`src/rtl/alu_pkg.sv`:
```
// Shared constants and types for the ALU arbiter slice.
// ALU op codes, requester id type, issue tag layout and
// perf-counter width with its saturating increment helper.
package alu_pkg;

    // ALU op-select codes (3-bit encoding of the ALU sig_alu_op input)
    localparam logic [2:0] ALU_Add     = 3'd0;
    localparam logic [2:0] ALU_Sub     = 3'd1;
    localparam logic [2:0] ALU_And     = 3'd2;
    localparam logic [2:0] ALU_SLL     = 3'd3;
    localparam logic [2:0] ALU_SLR     = 3'd4;
    localparam logic [2:0] ALU_OP_IDLE = 3'd7;

    // Two requesters -> a one-bit requester id
    localparam int REQ_ID_W = 1;
    localparam int NUM_REQ  = 2;

    // Performance counter width
    localparam int PERF_W = 16;

    typedef logic [REQ_ID_W-1:0] req_id_t;

    // Record of the request issued to the ALU on the previous edge
    typedef struct packed {
        logic    valid;
        req_id_t id;
    } issue_tag_t;

    // Increment that sticks at all-ones instead of wrapping
    function automatic logic [PERF_W-1:0] sat_inc(input logic [PERF_W-1:0] v);
        return (v == {PERF_W{1'b1}}) ? v : v + PERF_W'(1);
    endfunction

endpackage

```
`src/rtl/rr_arbiter2.sv`:
```
// Two-way round-robin arbiter.
// Grants are combinational from req and the priority pointer; the
// pointer moves to the other requester after every grant. All grants
// are suppressed while reset is high.
module rr_arbiter2
    import alu_pkg::*;
(
    input  logic       clock,
    input  logic       reset,
    input  logic [1:0] req,
    input  logic       advance,
    output logic [1:0] gnt
);

    // Requester that wins when both are asking
    logic prio_q;
    logic prio_d;

    // Grant selection: a lone requester always wins, a tie goes to prio
    always_comb begin
        gnt = 2'b00;
        if (!reset) begin
            unique case (req)
                2'b01:   gnt = 2'b01;
                2'b10:   gnt = 2'b10;
                2'b11:   gnt = prio_q ? 2'b10 : 2'b01;
                default: gnt = 2'b00;
            endcase
        end
    end

    // Pointer update: after granting requester i, favour 1-i next
    always_comb begin
        prio_d = prio_q;
        if (advance && (gnt != 2'b00)) begin
            prio_d = gnt[0];
        end
    end

    // Pointer register
    always_ff @(posedge clock) begin
        if (reset) begin
            prio_q <= 1'b0;
        end else begin
            prio_q <= prio_d;
        end
    end

endmodule

```
`src/rtl/alu_arbiter.sv`:
```
// Shares one registered ALU between the execute stage (requester 0)
// and the address/branch-compare unit (requester 1).
// The winner's operands drive the ALU combinationally; a one-entry
// tag records who was issued so the ALU result, which appears one
// cycle later, is flagged back to the right requester.
// Optional build macro ALU_ARB_PERF_EN adds perf_clr and the
// saturating grant0_cnt / grant1_cnt / stall_cnt counters.
module alu_arbiter
    import alu_pkg::*;
#(
    parameter int WIDTH = 32,
    parameter int OPW   = 3
) (
    input  logic             clock,
    input  logic             reset,
    input  logic [1:0]       req_valid,
    output logic [1:0]       req_ready,
    input  logic [OPW-1:0]   req0_op,
    input  logic [WIDTH-1:0] req0_a,
    input  logic [WIDTH-1:0] req0_b,
    input  logic [OPW-1:0]   req1_op,
    input  logic [WIDTH-1:0] req1_a,
    input  logic [WIDTH-1:0] req1_b,
    output logic [1:0]       rsp_valid,
    output logic [WIDTH-1:0] rsp_result,
    output logic             rsp_zero,
    output logic             rsp_negative,
    output logic [OPW-1:0]   alu_op,
    output logic [WIDTH-1:0] alu_a,
    output logic [WIDTH-1:0] alu_b,
    input  logic [WIDTH-1:0] alu_out,
    input  logic             alu_zero,
    input  logic             alu_negative
`ifdef ALU_ARB_PERF_EN
    ,
    input  logic              perf_clr,
    output logic [PERF_W-1:0] grant0_cnt,
    output logic [PERF_W-1:0] grant1_cnt,
    output logic [PERF_W-1:0] stall_cnt
`endif
);

    logic [1:0] gnt;
    logic [1:0] handshake;
    issue_tag_t tag_q;
    issue_tag_t tag_d;

    assign req_ready = gnt;
    assign handshake = req_valid & req_ready;

    rr_arbiter2 u_rr (
        .clock   (clock),
        .reset   (reset),
        .req     (req_valid),
        .advance (|handshake),
        .gnt     (gnt)
    );

    // Operand mux: winner's fields to the ALU, idle op and zeros otherwise
    always_comb begin
        alu_op = OPW'(ALU_OP_IDLE);
        alu_a  = '0;
        alu_b  = '0;
        if (gnt[0]) begin
            alu_op = req0_op;
            alu_a  = req0_a;
            alu_b  = req0_b;
        end else if (gnt[1]) begin
            alu_op = req1_op;
            alu_a  = req1_a;
            alu_b  = req1_b;
        end
    end

    // Next issue tag: who (if anyone) completes a handshake this edge
    always_comb begin
        tag_d       = '0;
        tag_d.valid = |handshake;
        tag_d.id    = req_id_t'(handshake[1]);
    end

    // Issue tag register; the ALU result lines up with it one cycle later
    always_ff @(posedge clock) begin
        if (reset) begin
            tag_q <= '0;
        end else begin
            tag_q <= tag_d;
        end
    end

    // Response steering: a response in flight while reset is high is dropped
    generate
        for (genvar gi = 0; gi < NUM_REQ; gi++) begin : g_rsp
            assign rsp_valid[gi] = tag_q.valid & ~reset & (tag_q.id == req_id_t'(gi));
        end
    endgenerate

    // Result and flags are shared and passed straight through from the ALU
    assign rsp_result   = alu_out;
    assign rsp_zero     = alu_zero;
    assign rsp_negative = alu_negative;

`ifdef ALU_ARB_PERF_EN
    logic              any_stall;
    logic [PERF_W-1:0] stall_cnt_q;
    logic [PERF_W-1:0] stall_cnt_d;

    // A stall cycle is any cycle where some requester asks but is not granted
    assign any_stall = |(req_valid & ~req_ready);

    // Per-requester grant counters
    generate
        for (genvar gi = 0; gi < NUM_REQ; gi++) begin : g_gcnt
            logic [PERF_W-1:0] cnt_q;
            logic [PERF_W-1:0] cnt_d;

            // Clear wins over increment; increment saturates
            always_comb begin
                cnt_d = cnt_q;
                if (perf_clr) begin
                    cnt_d = '0;
                end else if (handshake[gi]) begin
                    cnt_d = sat_inc(cnt_q);
                end
            end

            // Grant counter register
            always_ff @(posedge clock) begin
                if (reset) begin
                    cnt_q <= '0;
                end else begin
                    cnt_q <= cnt_d;
                end
            end
        end
    endgenerate

    // Stall counter next value: clear wins over increment
    always_comb begin
        stall_cnt_d = stall_cnt_q;
        if (perf_clr) begin
            stall_cnt_d = '0;
        end else if (any_stall) begin
            stall_cnt_d = sat_inc(stall_cnt_q);
        end
    end

    // Stall counter register
    always_ff @(posedge clock) begin
        if (reset) begin
            stall_cnt_q <= '0;
        end else begin
            stall_cnt_q <= stall_cnt_d;
        end
    end

    assign grant0_cnt = g_gcnt[0].cnt_q;
    assign grant1_cnt = g_gcnt[1].cnt_q;
    assign stall_cnt  = stall_cnt_q;
`endif

endmodule

```
`config.mk`:
```
export PLATFORM = sky130hd
export DESIGN_NAME = alu_arbiter
export DESIGN_NICKNAME = d
export VERILOG_FILES = /design/src/rtl/alu_pkg.sv /design/src/rtl/rr_arbiter2.sv /design/src/rtl/alu_arbiter.sv
export SDC_FILE = /design/constraint.sdc
export NUM_CORES = 1
export LEC_CHECK = 0
export CAP_MARGIN = 20
export CORE_AREA = 2 2 107 109
export CTS_CLUSTER_DIAMETER = 50
export DETAILED_ROUTE_END_ITERATION = 8
export DIE_AREA = 0 0 109 111
export MAX_ROUTING_LAYER = met4
export PLACE_DENSITY_LB_ADDON = 0.05
export SKIP_CTS_REPAIR_TIMING = 1
export SYNTH_ARGS = -nofsm -noshare
export SYNTH_HDL_FRONTEND = slang
export SYNTH_HIERARCHICAL = 1
export SYNTH_SLANG_ARGS = --single-unit
export TNS_END_PERCENT = 10
```
`constraint.sdc`:
```
create_clock -name clock -period 4.3 [get_ports clock]
set_clock_uncertainty 0.15 [all_clocks]
set_input_delay 0.86 -clock clock [delete_from_list [all_inputs] [get_ports clock]]
set_output_delay 0.86 -clock clock [all_outputs]
set_load 0.05 [all_outputs]
```
### Word level (Yosys, flattened, before mapping)

Index checks and enable logic that the tools add are counted.
W data, S select, Z words.

| storage, ports and cells | value |
|---|---|
| bits in registers | 3 |
| input bits | 172 |
| output and inout bits | 105 |

| operators by class | value |
|---|---|
| eq/ne operators | 3 |
| muxes and demuxes | 9 |
| bitwise gates (word level) | 6 |
| reduce and logical (&&, ||, !) cells | 3 |

Operator list:

| cell | count |
|---|---|
| $mux W32 | 4 |
| $mux W3 | 2 |
| $pmux W2 S3 | 1 |
| $eq A2 B2 Y1 const B | 2 |
| $mux W2 | 2 |
| $and A1 B1 Y1 | 3 |
| $and A2 B2 Y2 | 1 |
| $eq A2 B1 Y1 const B | 1 |
| $not A1 Y1 | 2 |
| $reduce_bool A2 Y1 | 1 |
| $reduce_or A2 Y1 | 1 |
| $logic_and A1 B1 Y1 | 1 |

### Logic depth before layout (Yosys ltp)

| depth | value |
|---|---|
| depth after elaboration | 6 |
| mapped depth | 7 |

### By module

The synthesis kept the hierarchy.

By module, submodules not included:

| module | instances | cells each | area an instance (um2) | seq. area each (um2) |
|---|---|---|---|---|
| alu_arbiter | 1 | 133 | 1118.6 | 40.0 |
| rr_arbiter2 | 1 | 8 | 71.3 | 20.0 |

### Worst setup path before layout

Ideal clock, no wire load.

| path | value |
|---|---|
| kind | input to output |
| from | input req_valid[0] |
| to | output alu_op[0] |
| data arrival time | 3471 ps |
| slack | -181 ps |
| stages | 5 |
| path through | inv_1 a211oi_1 buf_4 or2b_1 a2bb2oi_1 |

RTL lines:

| what | RTL line | source |
|---|---|---|
| start: declaration | alu_arbiter.sv:16 | `input logic [1:0] req_valid,` |
| $eq A2 B2 Y1 / $eq A2 B1 Y1 (equally long branches) | rr_arbiter2.sv:23 | `unique case (req)` |
| $pmux W2 S3 (*) | rr_arbiter2.sv:23 |  |
| $mux W2 (*) | rr_arbiter2.sv:22 | `if (!reset) begin` |
| net req_ready[0] | alu_arbiter.sv:17 | `output logic [1:0] req_ready,` |
| $mux W3 (*) | alu_arbiter.sv:64 | `if (gnt[0]) begin` |
| end: declaration | alu_arbiter.sv:28 | `output logic [OPW-1:0] alu_op,` |

Mark *: on every way through the listed nets, which the timed path passes. The rest lies on a longest branch.

### Worst setup path in the final report

| path | value |
|---|---|
| from | input reset |
| to | output alu_a[16] |

| between the ends | value |
|---|---|
| longest elaborated chain between the ends | 3 |

RTL lines:

| what | RTL line | source |
|---|---|---|
| start: declaration | alu_arbiter.sv:15 | `input logic reset,` |
| $mux W2 (*) | rr_arbiter2.sv:22 |  |
| $mux W32 | alu_arbiter.sv:68 | `end else if (gnt[1]) begin` |
| $mux W32 (*) | alu_arbiter.sv:64 |  |
| end: declaration | alu_arbiter.sv:29 | `output logic [WIDTH-1:0] alu_a,` |

Mark *: on every way between the ends. The rest lies on a longest branch, timed or not.

==> metrics.md <==
| Metric | Value |
|---|---|
| Filler cell count in the final layout | ~1100 |
| Iteration-0 DRC count of the detailed router | 73 |
| Vias per inst | 3.985 |
| First-pass GRT wire length | just over 10000 um |
| Initial antenna violation count | 1 |
| Clock Sinks | 3 |
| Post-route DRC | 0 |
| Max-cap violation count | 0 |
| Commonest non-fill, non-tap cells in the layout | 140 x clkdlybuf4s50_1, 70 x buf_12, 63 x a22o_1, 5 x nand2_1, 5 x inv_1 |
| Yosys reg bits | 3 |
| Cell Count, Final, Fillers Out | roughly 450 |
| Mean area per synthesized cell | about 8.4 um^2 |
| H-tree lvl count | 1 |
| FP Rows | 39 |
| Final wirelength | 7430 um |
| Crit path DAT | between 2000 and 3000 ps |
| Mapped Area | approximately 1200 um^2 |
| Unrepaired setup endpoints after global routing | false |
| Worst skew pair latency | 220 ps |
| Number of global-route vias before repair | 1801 |
| Global route overflow | 0 |
| Initial core utilization | a little over a tenth |
| Average wire per standard cell | 16.40 um |
| DP HPWL | between 6000 and 7000 um |
| Core footprint | 11080 um^2 |
| Routability Congestion | approximately 0.77 |
| Tcrit/Tclk final | about nine tenths |
| Dpl cells | 448 |
| Largest net degree at the start of global routing | 47 |
| Required @ worst endpoint | roughly 3300 ps |
| Fin nets | between 400 and 500 |
| Vias | between 1500 and 2000 |
| Max_slew headroom | between 60% and 70% |
| Startpoint types | primary input |
| Min Tclk post-route | slightly below 4000 ps |
| Area of the multi-input gates | 710.7 um^2 |
| CTS tree | built |
| Total negative slack | 0 ps |
| PD cells | approximately 180 nW/um^2 |
| IO Port Bufs | between 200 and 250 |
| Die Footprint | between 10000 and 15000 um^2 |
| Crit Path Max Fanout | 29 |
| Final Hold Fails | 0 |
| Share of cells above drive strength 1 | between 20 and 30% |
| Post-Syn Nets | between 300 and 400 |
| Highest clock rate | between 200 and 300 MHz |
| Max clock buf depth | 2 |
| I/O pin count | about 280 |
| Most common cell after layout, fill and taps aside | clkdlybuf4s50_1 |
| Outcome | finished clean |
| Cells after Synth | about 140 |
| Clk root buf | clkbuf_16 |
| CP Capture Type | output port |
| Sequential Area | 60.06 um^2 |
| Final ANT Viol Nets | 0 |
| Ys Warns | 6 |
| 1st-pass router iterations | 4 |
| Max Transition Viols Final | 0 |
| Largest vdd supply drop | a little over 0.07 mV |
| Leakage | 1.531 nW |
| Kind of critical path | primary input to output port |
| Die width | between 100 and 150 um |
| Worst Tran Pin Value | just over 500 ps |
| Area grow syn2layout | 225.7% |
| CTS Buf Count | 3 |
| GRT Overall Usage | 11.45% |
| CTS clk-pin slew, worst paths | 30 ps |
| Sequential fraction of the synthesis area | just over 5% |
| Yosys cell types | 23 |
| Hold Crit Class | flop to flop |
| Die Height | approximately 110 um |
| Final Setup Violations | 0 |
[flip-flops by register name (all words and copies together) (netlist names)]
signal,cells
tag_q,2
u_rr/prio_q,1
[cells by family after synthesis]
logic type | Yosys count | share of synthesized area, %
AOI/OAI and AO/OA | 72 | 52.47
and+or+nand+nor | 12 | 6.205
DFF | 3 | 5.048
buffers and inverters | 54 | 36.28
[per-stage QoR]
step,util (%),total power [W],setup slack (ps),hold slack (ps),area [um^2]
after floorplan,-,0.0003317,370.9,404.5,1195
after global placement,34.25,0.0005677,481.4,484.1,3794
after detailed placement,34.25,0.0005670,432.7,493.2,3794
after CTS,34.96,0.0007193,416.3,493.7,3872
after global routing,34.98,0.0007382,334.5,540.4,3875
final,34.98,0.0007106,444.5,500.7,3875
[layer usage]
metal | part of all wire [%] | global-route usage (%)
met3 | 14 | 4.527
met5 | 0 | -
met2 | 51 | 21.08
met4 | 0.82 | 2.051
met1 | 34 | 11.28
[report_power, final]
| part | leakage [nW] | total, W | internal, W | switching (W) |
|---|---|---|---|---|
| Clock | 0.0382 | 0.000149 | 0.000122 | 0.0000261 |
| Combinational | 1.47 | 0.000532 | 0.000293 | 0.000239 |
| Sequential | 0.0244 | 0.0000299 | 0.0000291 | 0.000000866 |
| Total | 1.53 | 0.000711 | 0.000445 | 0.000266 |
[critical path, stage by stage]
cell and delay [ps]:
clkdlybuf4s50_1 560, inv_1 100, o211a_1 260, nor2b_4 430, buf_12 240, a22o_1 210
buf_12 150
[path summary, 6_finish.rpt]
| path | from | endpoint | slack (ps) | cells past startpoint |
|---|---|---|---|---|
| hold reg to reg | u_rr/prio_q$_SDFFE_PP0P_ | u_rr/prio_q$_SDFFE_PP0P_ | 500 | 2 |
| setup / recovery | reset | alu_a[16] | 440 | 7 |
| hold / removal | u_rr/prio_q$_SDFFE_PP0P_ | u_rr/prio_q$_SDFFE_PP0P_ | 500 | 2 |
| setup reg to reg | u_rr/prio_q$_SDFFE_PP0P_ | u_rr/prio_q$_SDFFE_PP0P_ | 2710 | 5 |
[Yosys cell counts]
master / n / area [um^2]
clkbuf_1: 5 / 18.77
a211oi_1: 1 / 7.510
dfxtp_1: 3 / 60.06
buf_8: 5 / 75.07
nor3b_1: 1 / 7.510
buf_4: 35 / 262.8
inv_1: 5 / 18.77
buf_12: 2 / 40.04
nor2_1: 1 / 3.750
a21bo_1: 1 / 10.01
or2b_1: 1 / 7.510
o211a_1: 1 / 10.01
a22o_1: 63 / 551.8
and3b_1: 1 / 8.760
nand2_1: 5 / 18.77
o21ai_0: 2 / 10.01
nand3b_1: 1 / 7.510
buf_6: 1 / 11.26
nor2b_4: 1 / 13.76
nor2b_1: 1 / 6.260
buf_2: 1 / 5.000
a21oi_2: 1 / 8.760
a2bb2oi_1: 3 / 26.28
[cell type report]
| type | instances | share of cell area [%] |
|---|---|---|
| Tap cell | 143 | 4.617 |
| Sequential cell | 3 | 1.550 |
| Multi-Input combinational cell | 84 | 18.34 |
| Timing Repair Buffer | 213 | 72.91 |
| Inverter | 5 | 0.4843 |
| Antenna cell | 1 | 0.06458 |
| Clock buffer | 4 | 2.034 |
No activity file was read; power rests on OpenSTA's default activity.
==> patch (same flow settings) <==
Set the parameter `OPW` to 6 (it was 3).
--- a/src/rtl/alu_arbiter.sv
+++ b/src/rtl/alu_arbiter.sv
@@ -10,5 +10,5 @@
 #(
     parameter int WIDTH = 32,
-    parameter int OPW   = 3
+    parameter int OPW   = 6
 ) (
     input  logic             clock,
Interface: changed (resized alu_op, req0_op and req1_op); port bits go from 277 to 286. The function was not compared with the original's and may differ.
==> patch against the original RTL <==
Wire length up 17%; combinational power down 17%; total power down 14%; clock power down 3%; utilization down 6.4 points; worst setup slack better by 0.81 ps; synthesized cell count up 2.1%; synthesized area down 0.32%; global-route usage up 1.9 points; fmax about the same; final area down 18%; critical path depth unchanged; sequential cell count unchanged; cell count up 2.2%.
==> patch: results (changes against the original RTL) <==
| Metric | Value |
|---|---|
| Outcome | finished clean |
| Tot Pwr | 0.000613 W (-14%) |
| Sequential area share after synthesis | 5.06% (+0.016 points) |
| Fin nets | 499 (+3.5%) |
| Critical Path Fanout Max | 19 (-34%) |
| Pin count of the biggest net entering global routing | 76 (+62%) |
| Initial DRC count | 69 (-5.5%) |
| Normalized max-slew margin | 65.6% (+0.28 points) |
| Clk_lat worst skew | 220 ps (about the same) |
| Post-synth net total | 322 (+2.9%) |
| Synth Instances | 144 (+2.1%) |
| TritonCTS buffer count | 3 (unchanged) |
| Fillers | 1,216 (+12%) |
| Dpl ws | 404 ps (-28.9 ps) |
| Top post-synthesis cells by count | a22o_1, buf_4, buf_2 |
| Placed Cells | 459 (+2.5%) |
| Worst vdd ir | 238 µV (+230%) |
| Power Combinational | 0.000439 W (-17%) |
| First-pass GRT wire length | 11.6 mm (+12%) |
| Via density per instance | 3.93 (-1.4%) |
| Sw Share | 41.4% (+4.0 points) |
| Pleak | 1.36 nW (-11%) |
| GR Util All Layers | 13.3% (+1.9 points) |
| Share of cells above drive strength 1 | 25.3% (-0.25 points) |
| Crit path DAT | 2840 ps (about the same) |
| PortBufs | 217 (+4.3%) |
| Wirelength per Cell | 18.9 µm (+15%) |
| Final GP Congestion | 0.716 (-7.5%) |
| Clk network pwr share | 23.5% (+2.6 points) |
| Cell Area, Placed | 3090 µm² (-19%) |
| Vias in the first global route | 1,788 (-0.72%) |
| Area Growth Syn to Fin | 167% |
| Synth cell types | 21 (-8.7%) |
-- patch: per-layer routing --
layer / up-vias / global-route usage [%] / routed length [µm]
met3: 14 / 4.64 / 1060
met2: 117 / 25.1 / 4510
met5: - / - / 0
met4: 0 / 1.54 / 65
met1: 807 / 13.3 / 3090
li1: 881 / - / -
-- patch: worst paths after layout --
kind / slack, ps / end / start
worst max-delay path: 450 / alu_a[11] / reset
worst min-delay path: 500 / u_rr/prio_q / u_rr/prio_q
worst max register to register: 2640 / u_rr/prio_q / u_rr/prio_q
worst min register to register: 500 / u_rr/prio_q / u_rr/prio_q
-- patch: final cells by class --
type	instances	area share (%)
clock buffer	4	2.49
tap	143	5.65
sequential	3	1.90
inverter	5	0.592
multi-input combinational	87	23.1
timing repair buffer	221	66.3
-- patch: kinds of logic after synthesis --
kind of cell / synth area share [%]
AND/OR/NAND/NOR: 5.80
AO/OA/AOI/OAI: 54.9
buffers and inverters: 34.3
flip-flops: 5.06
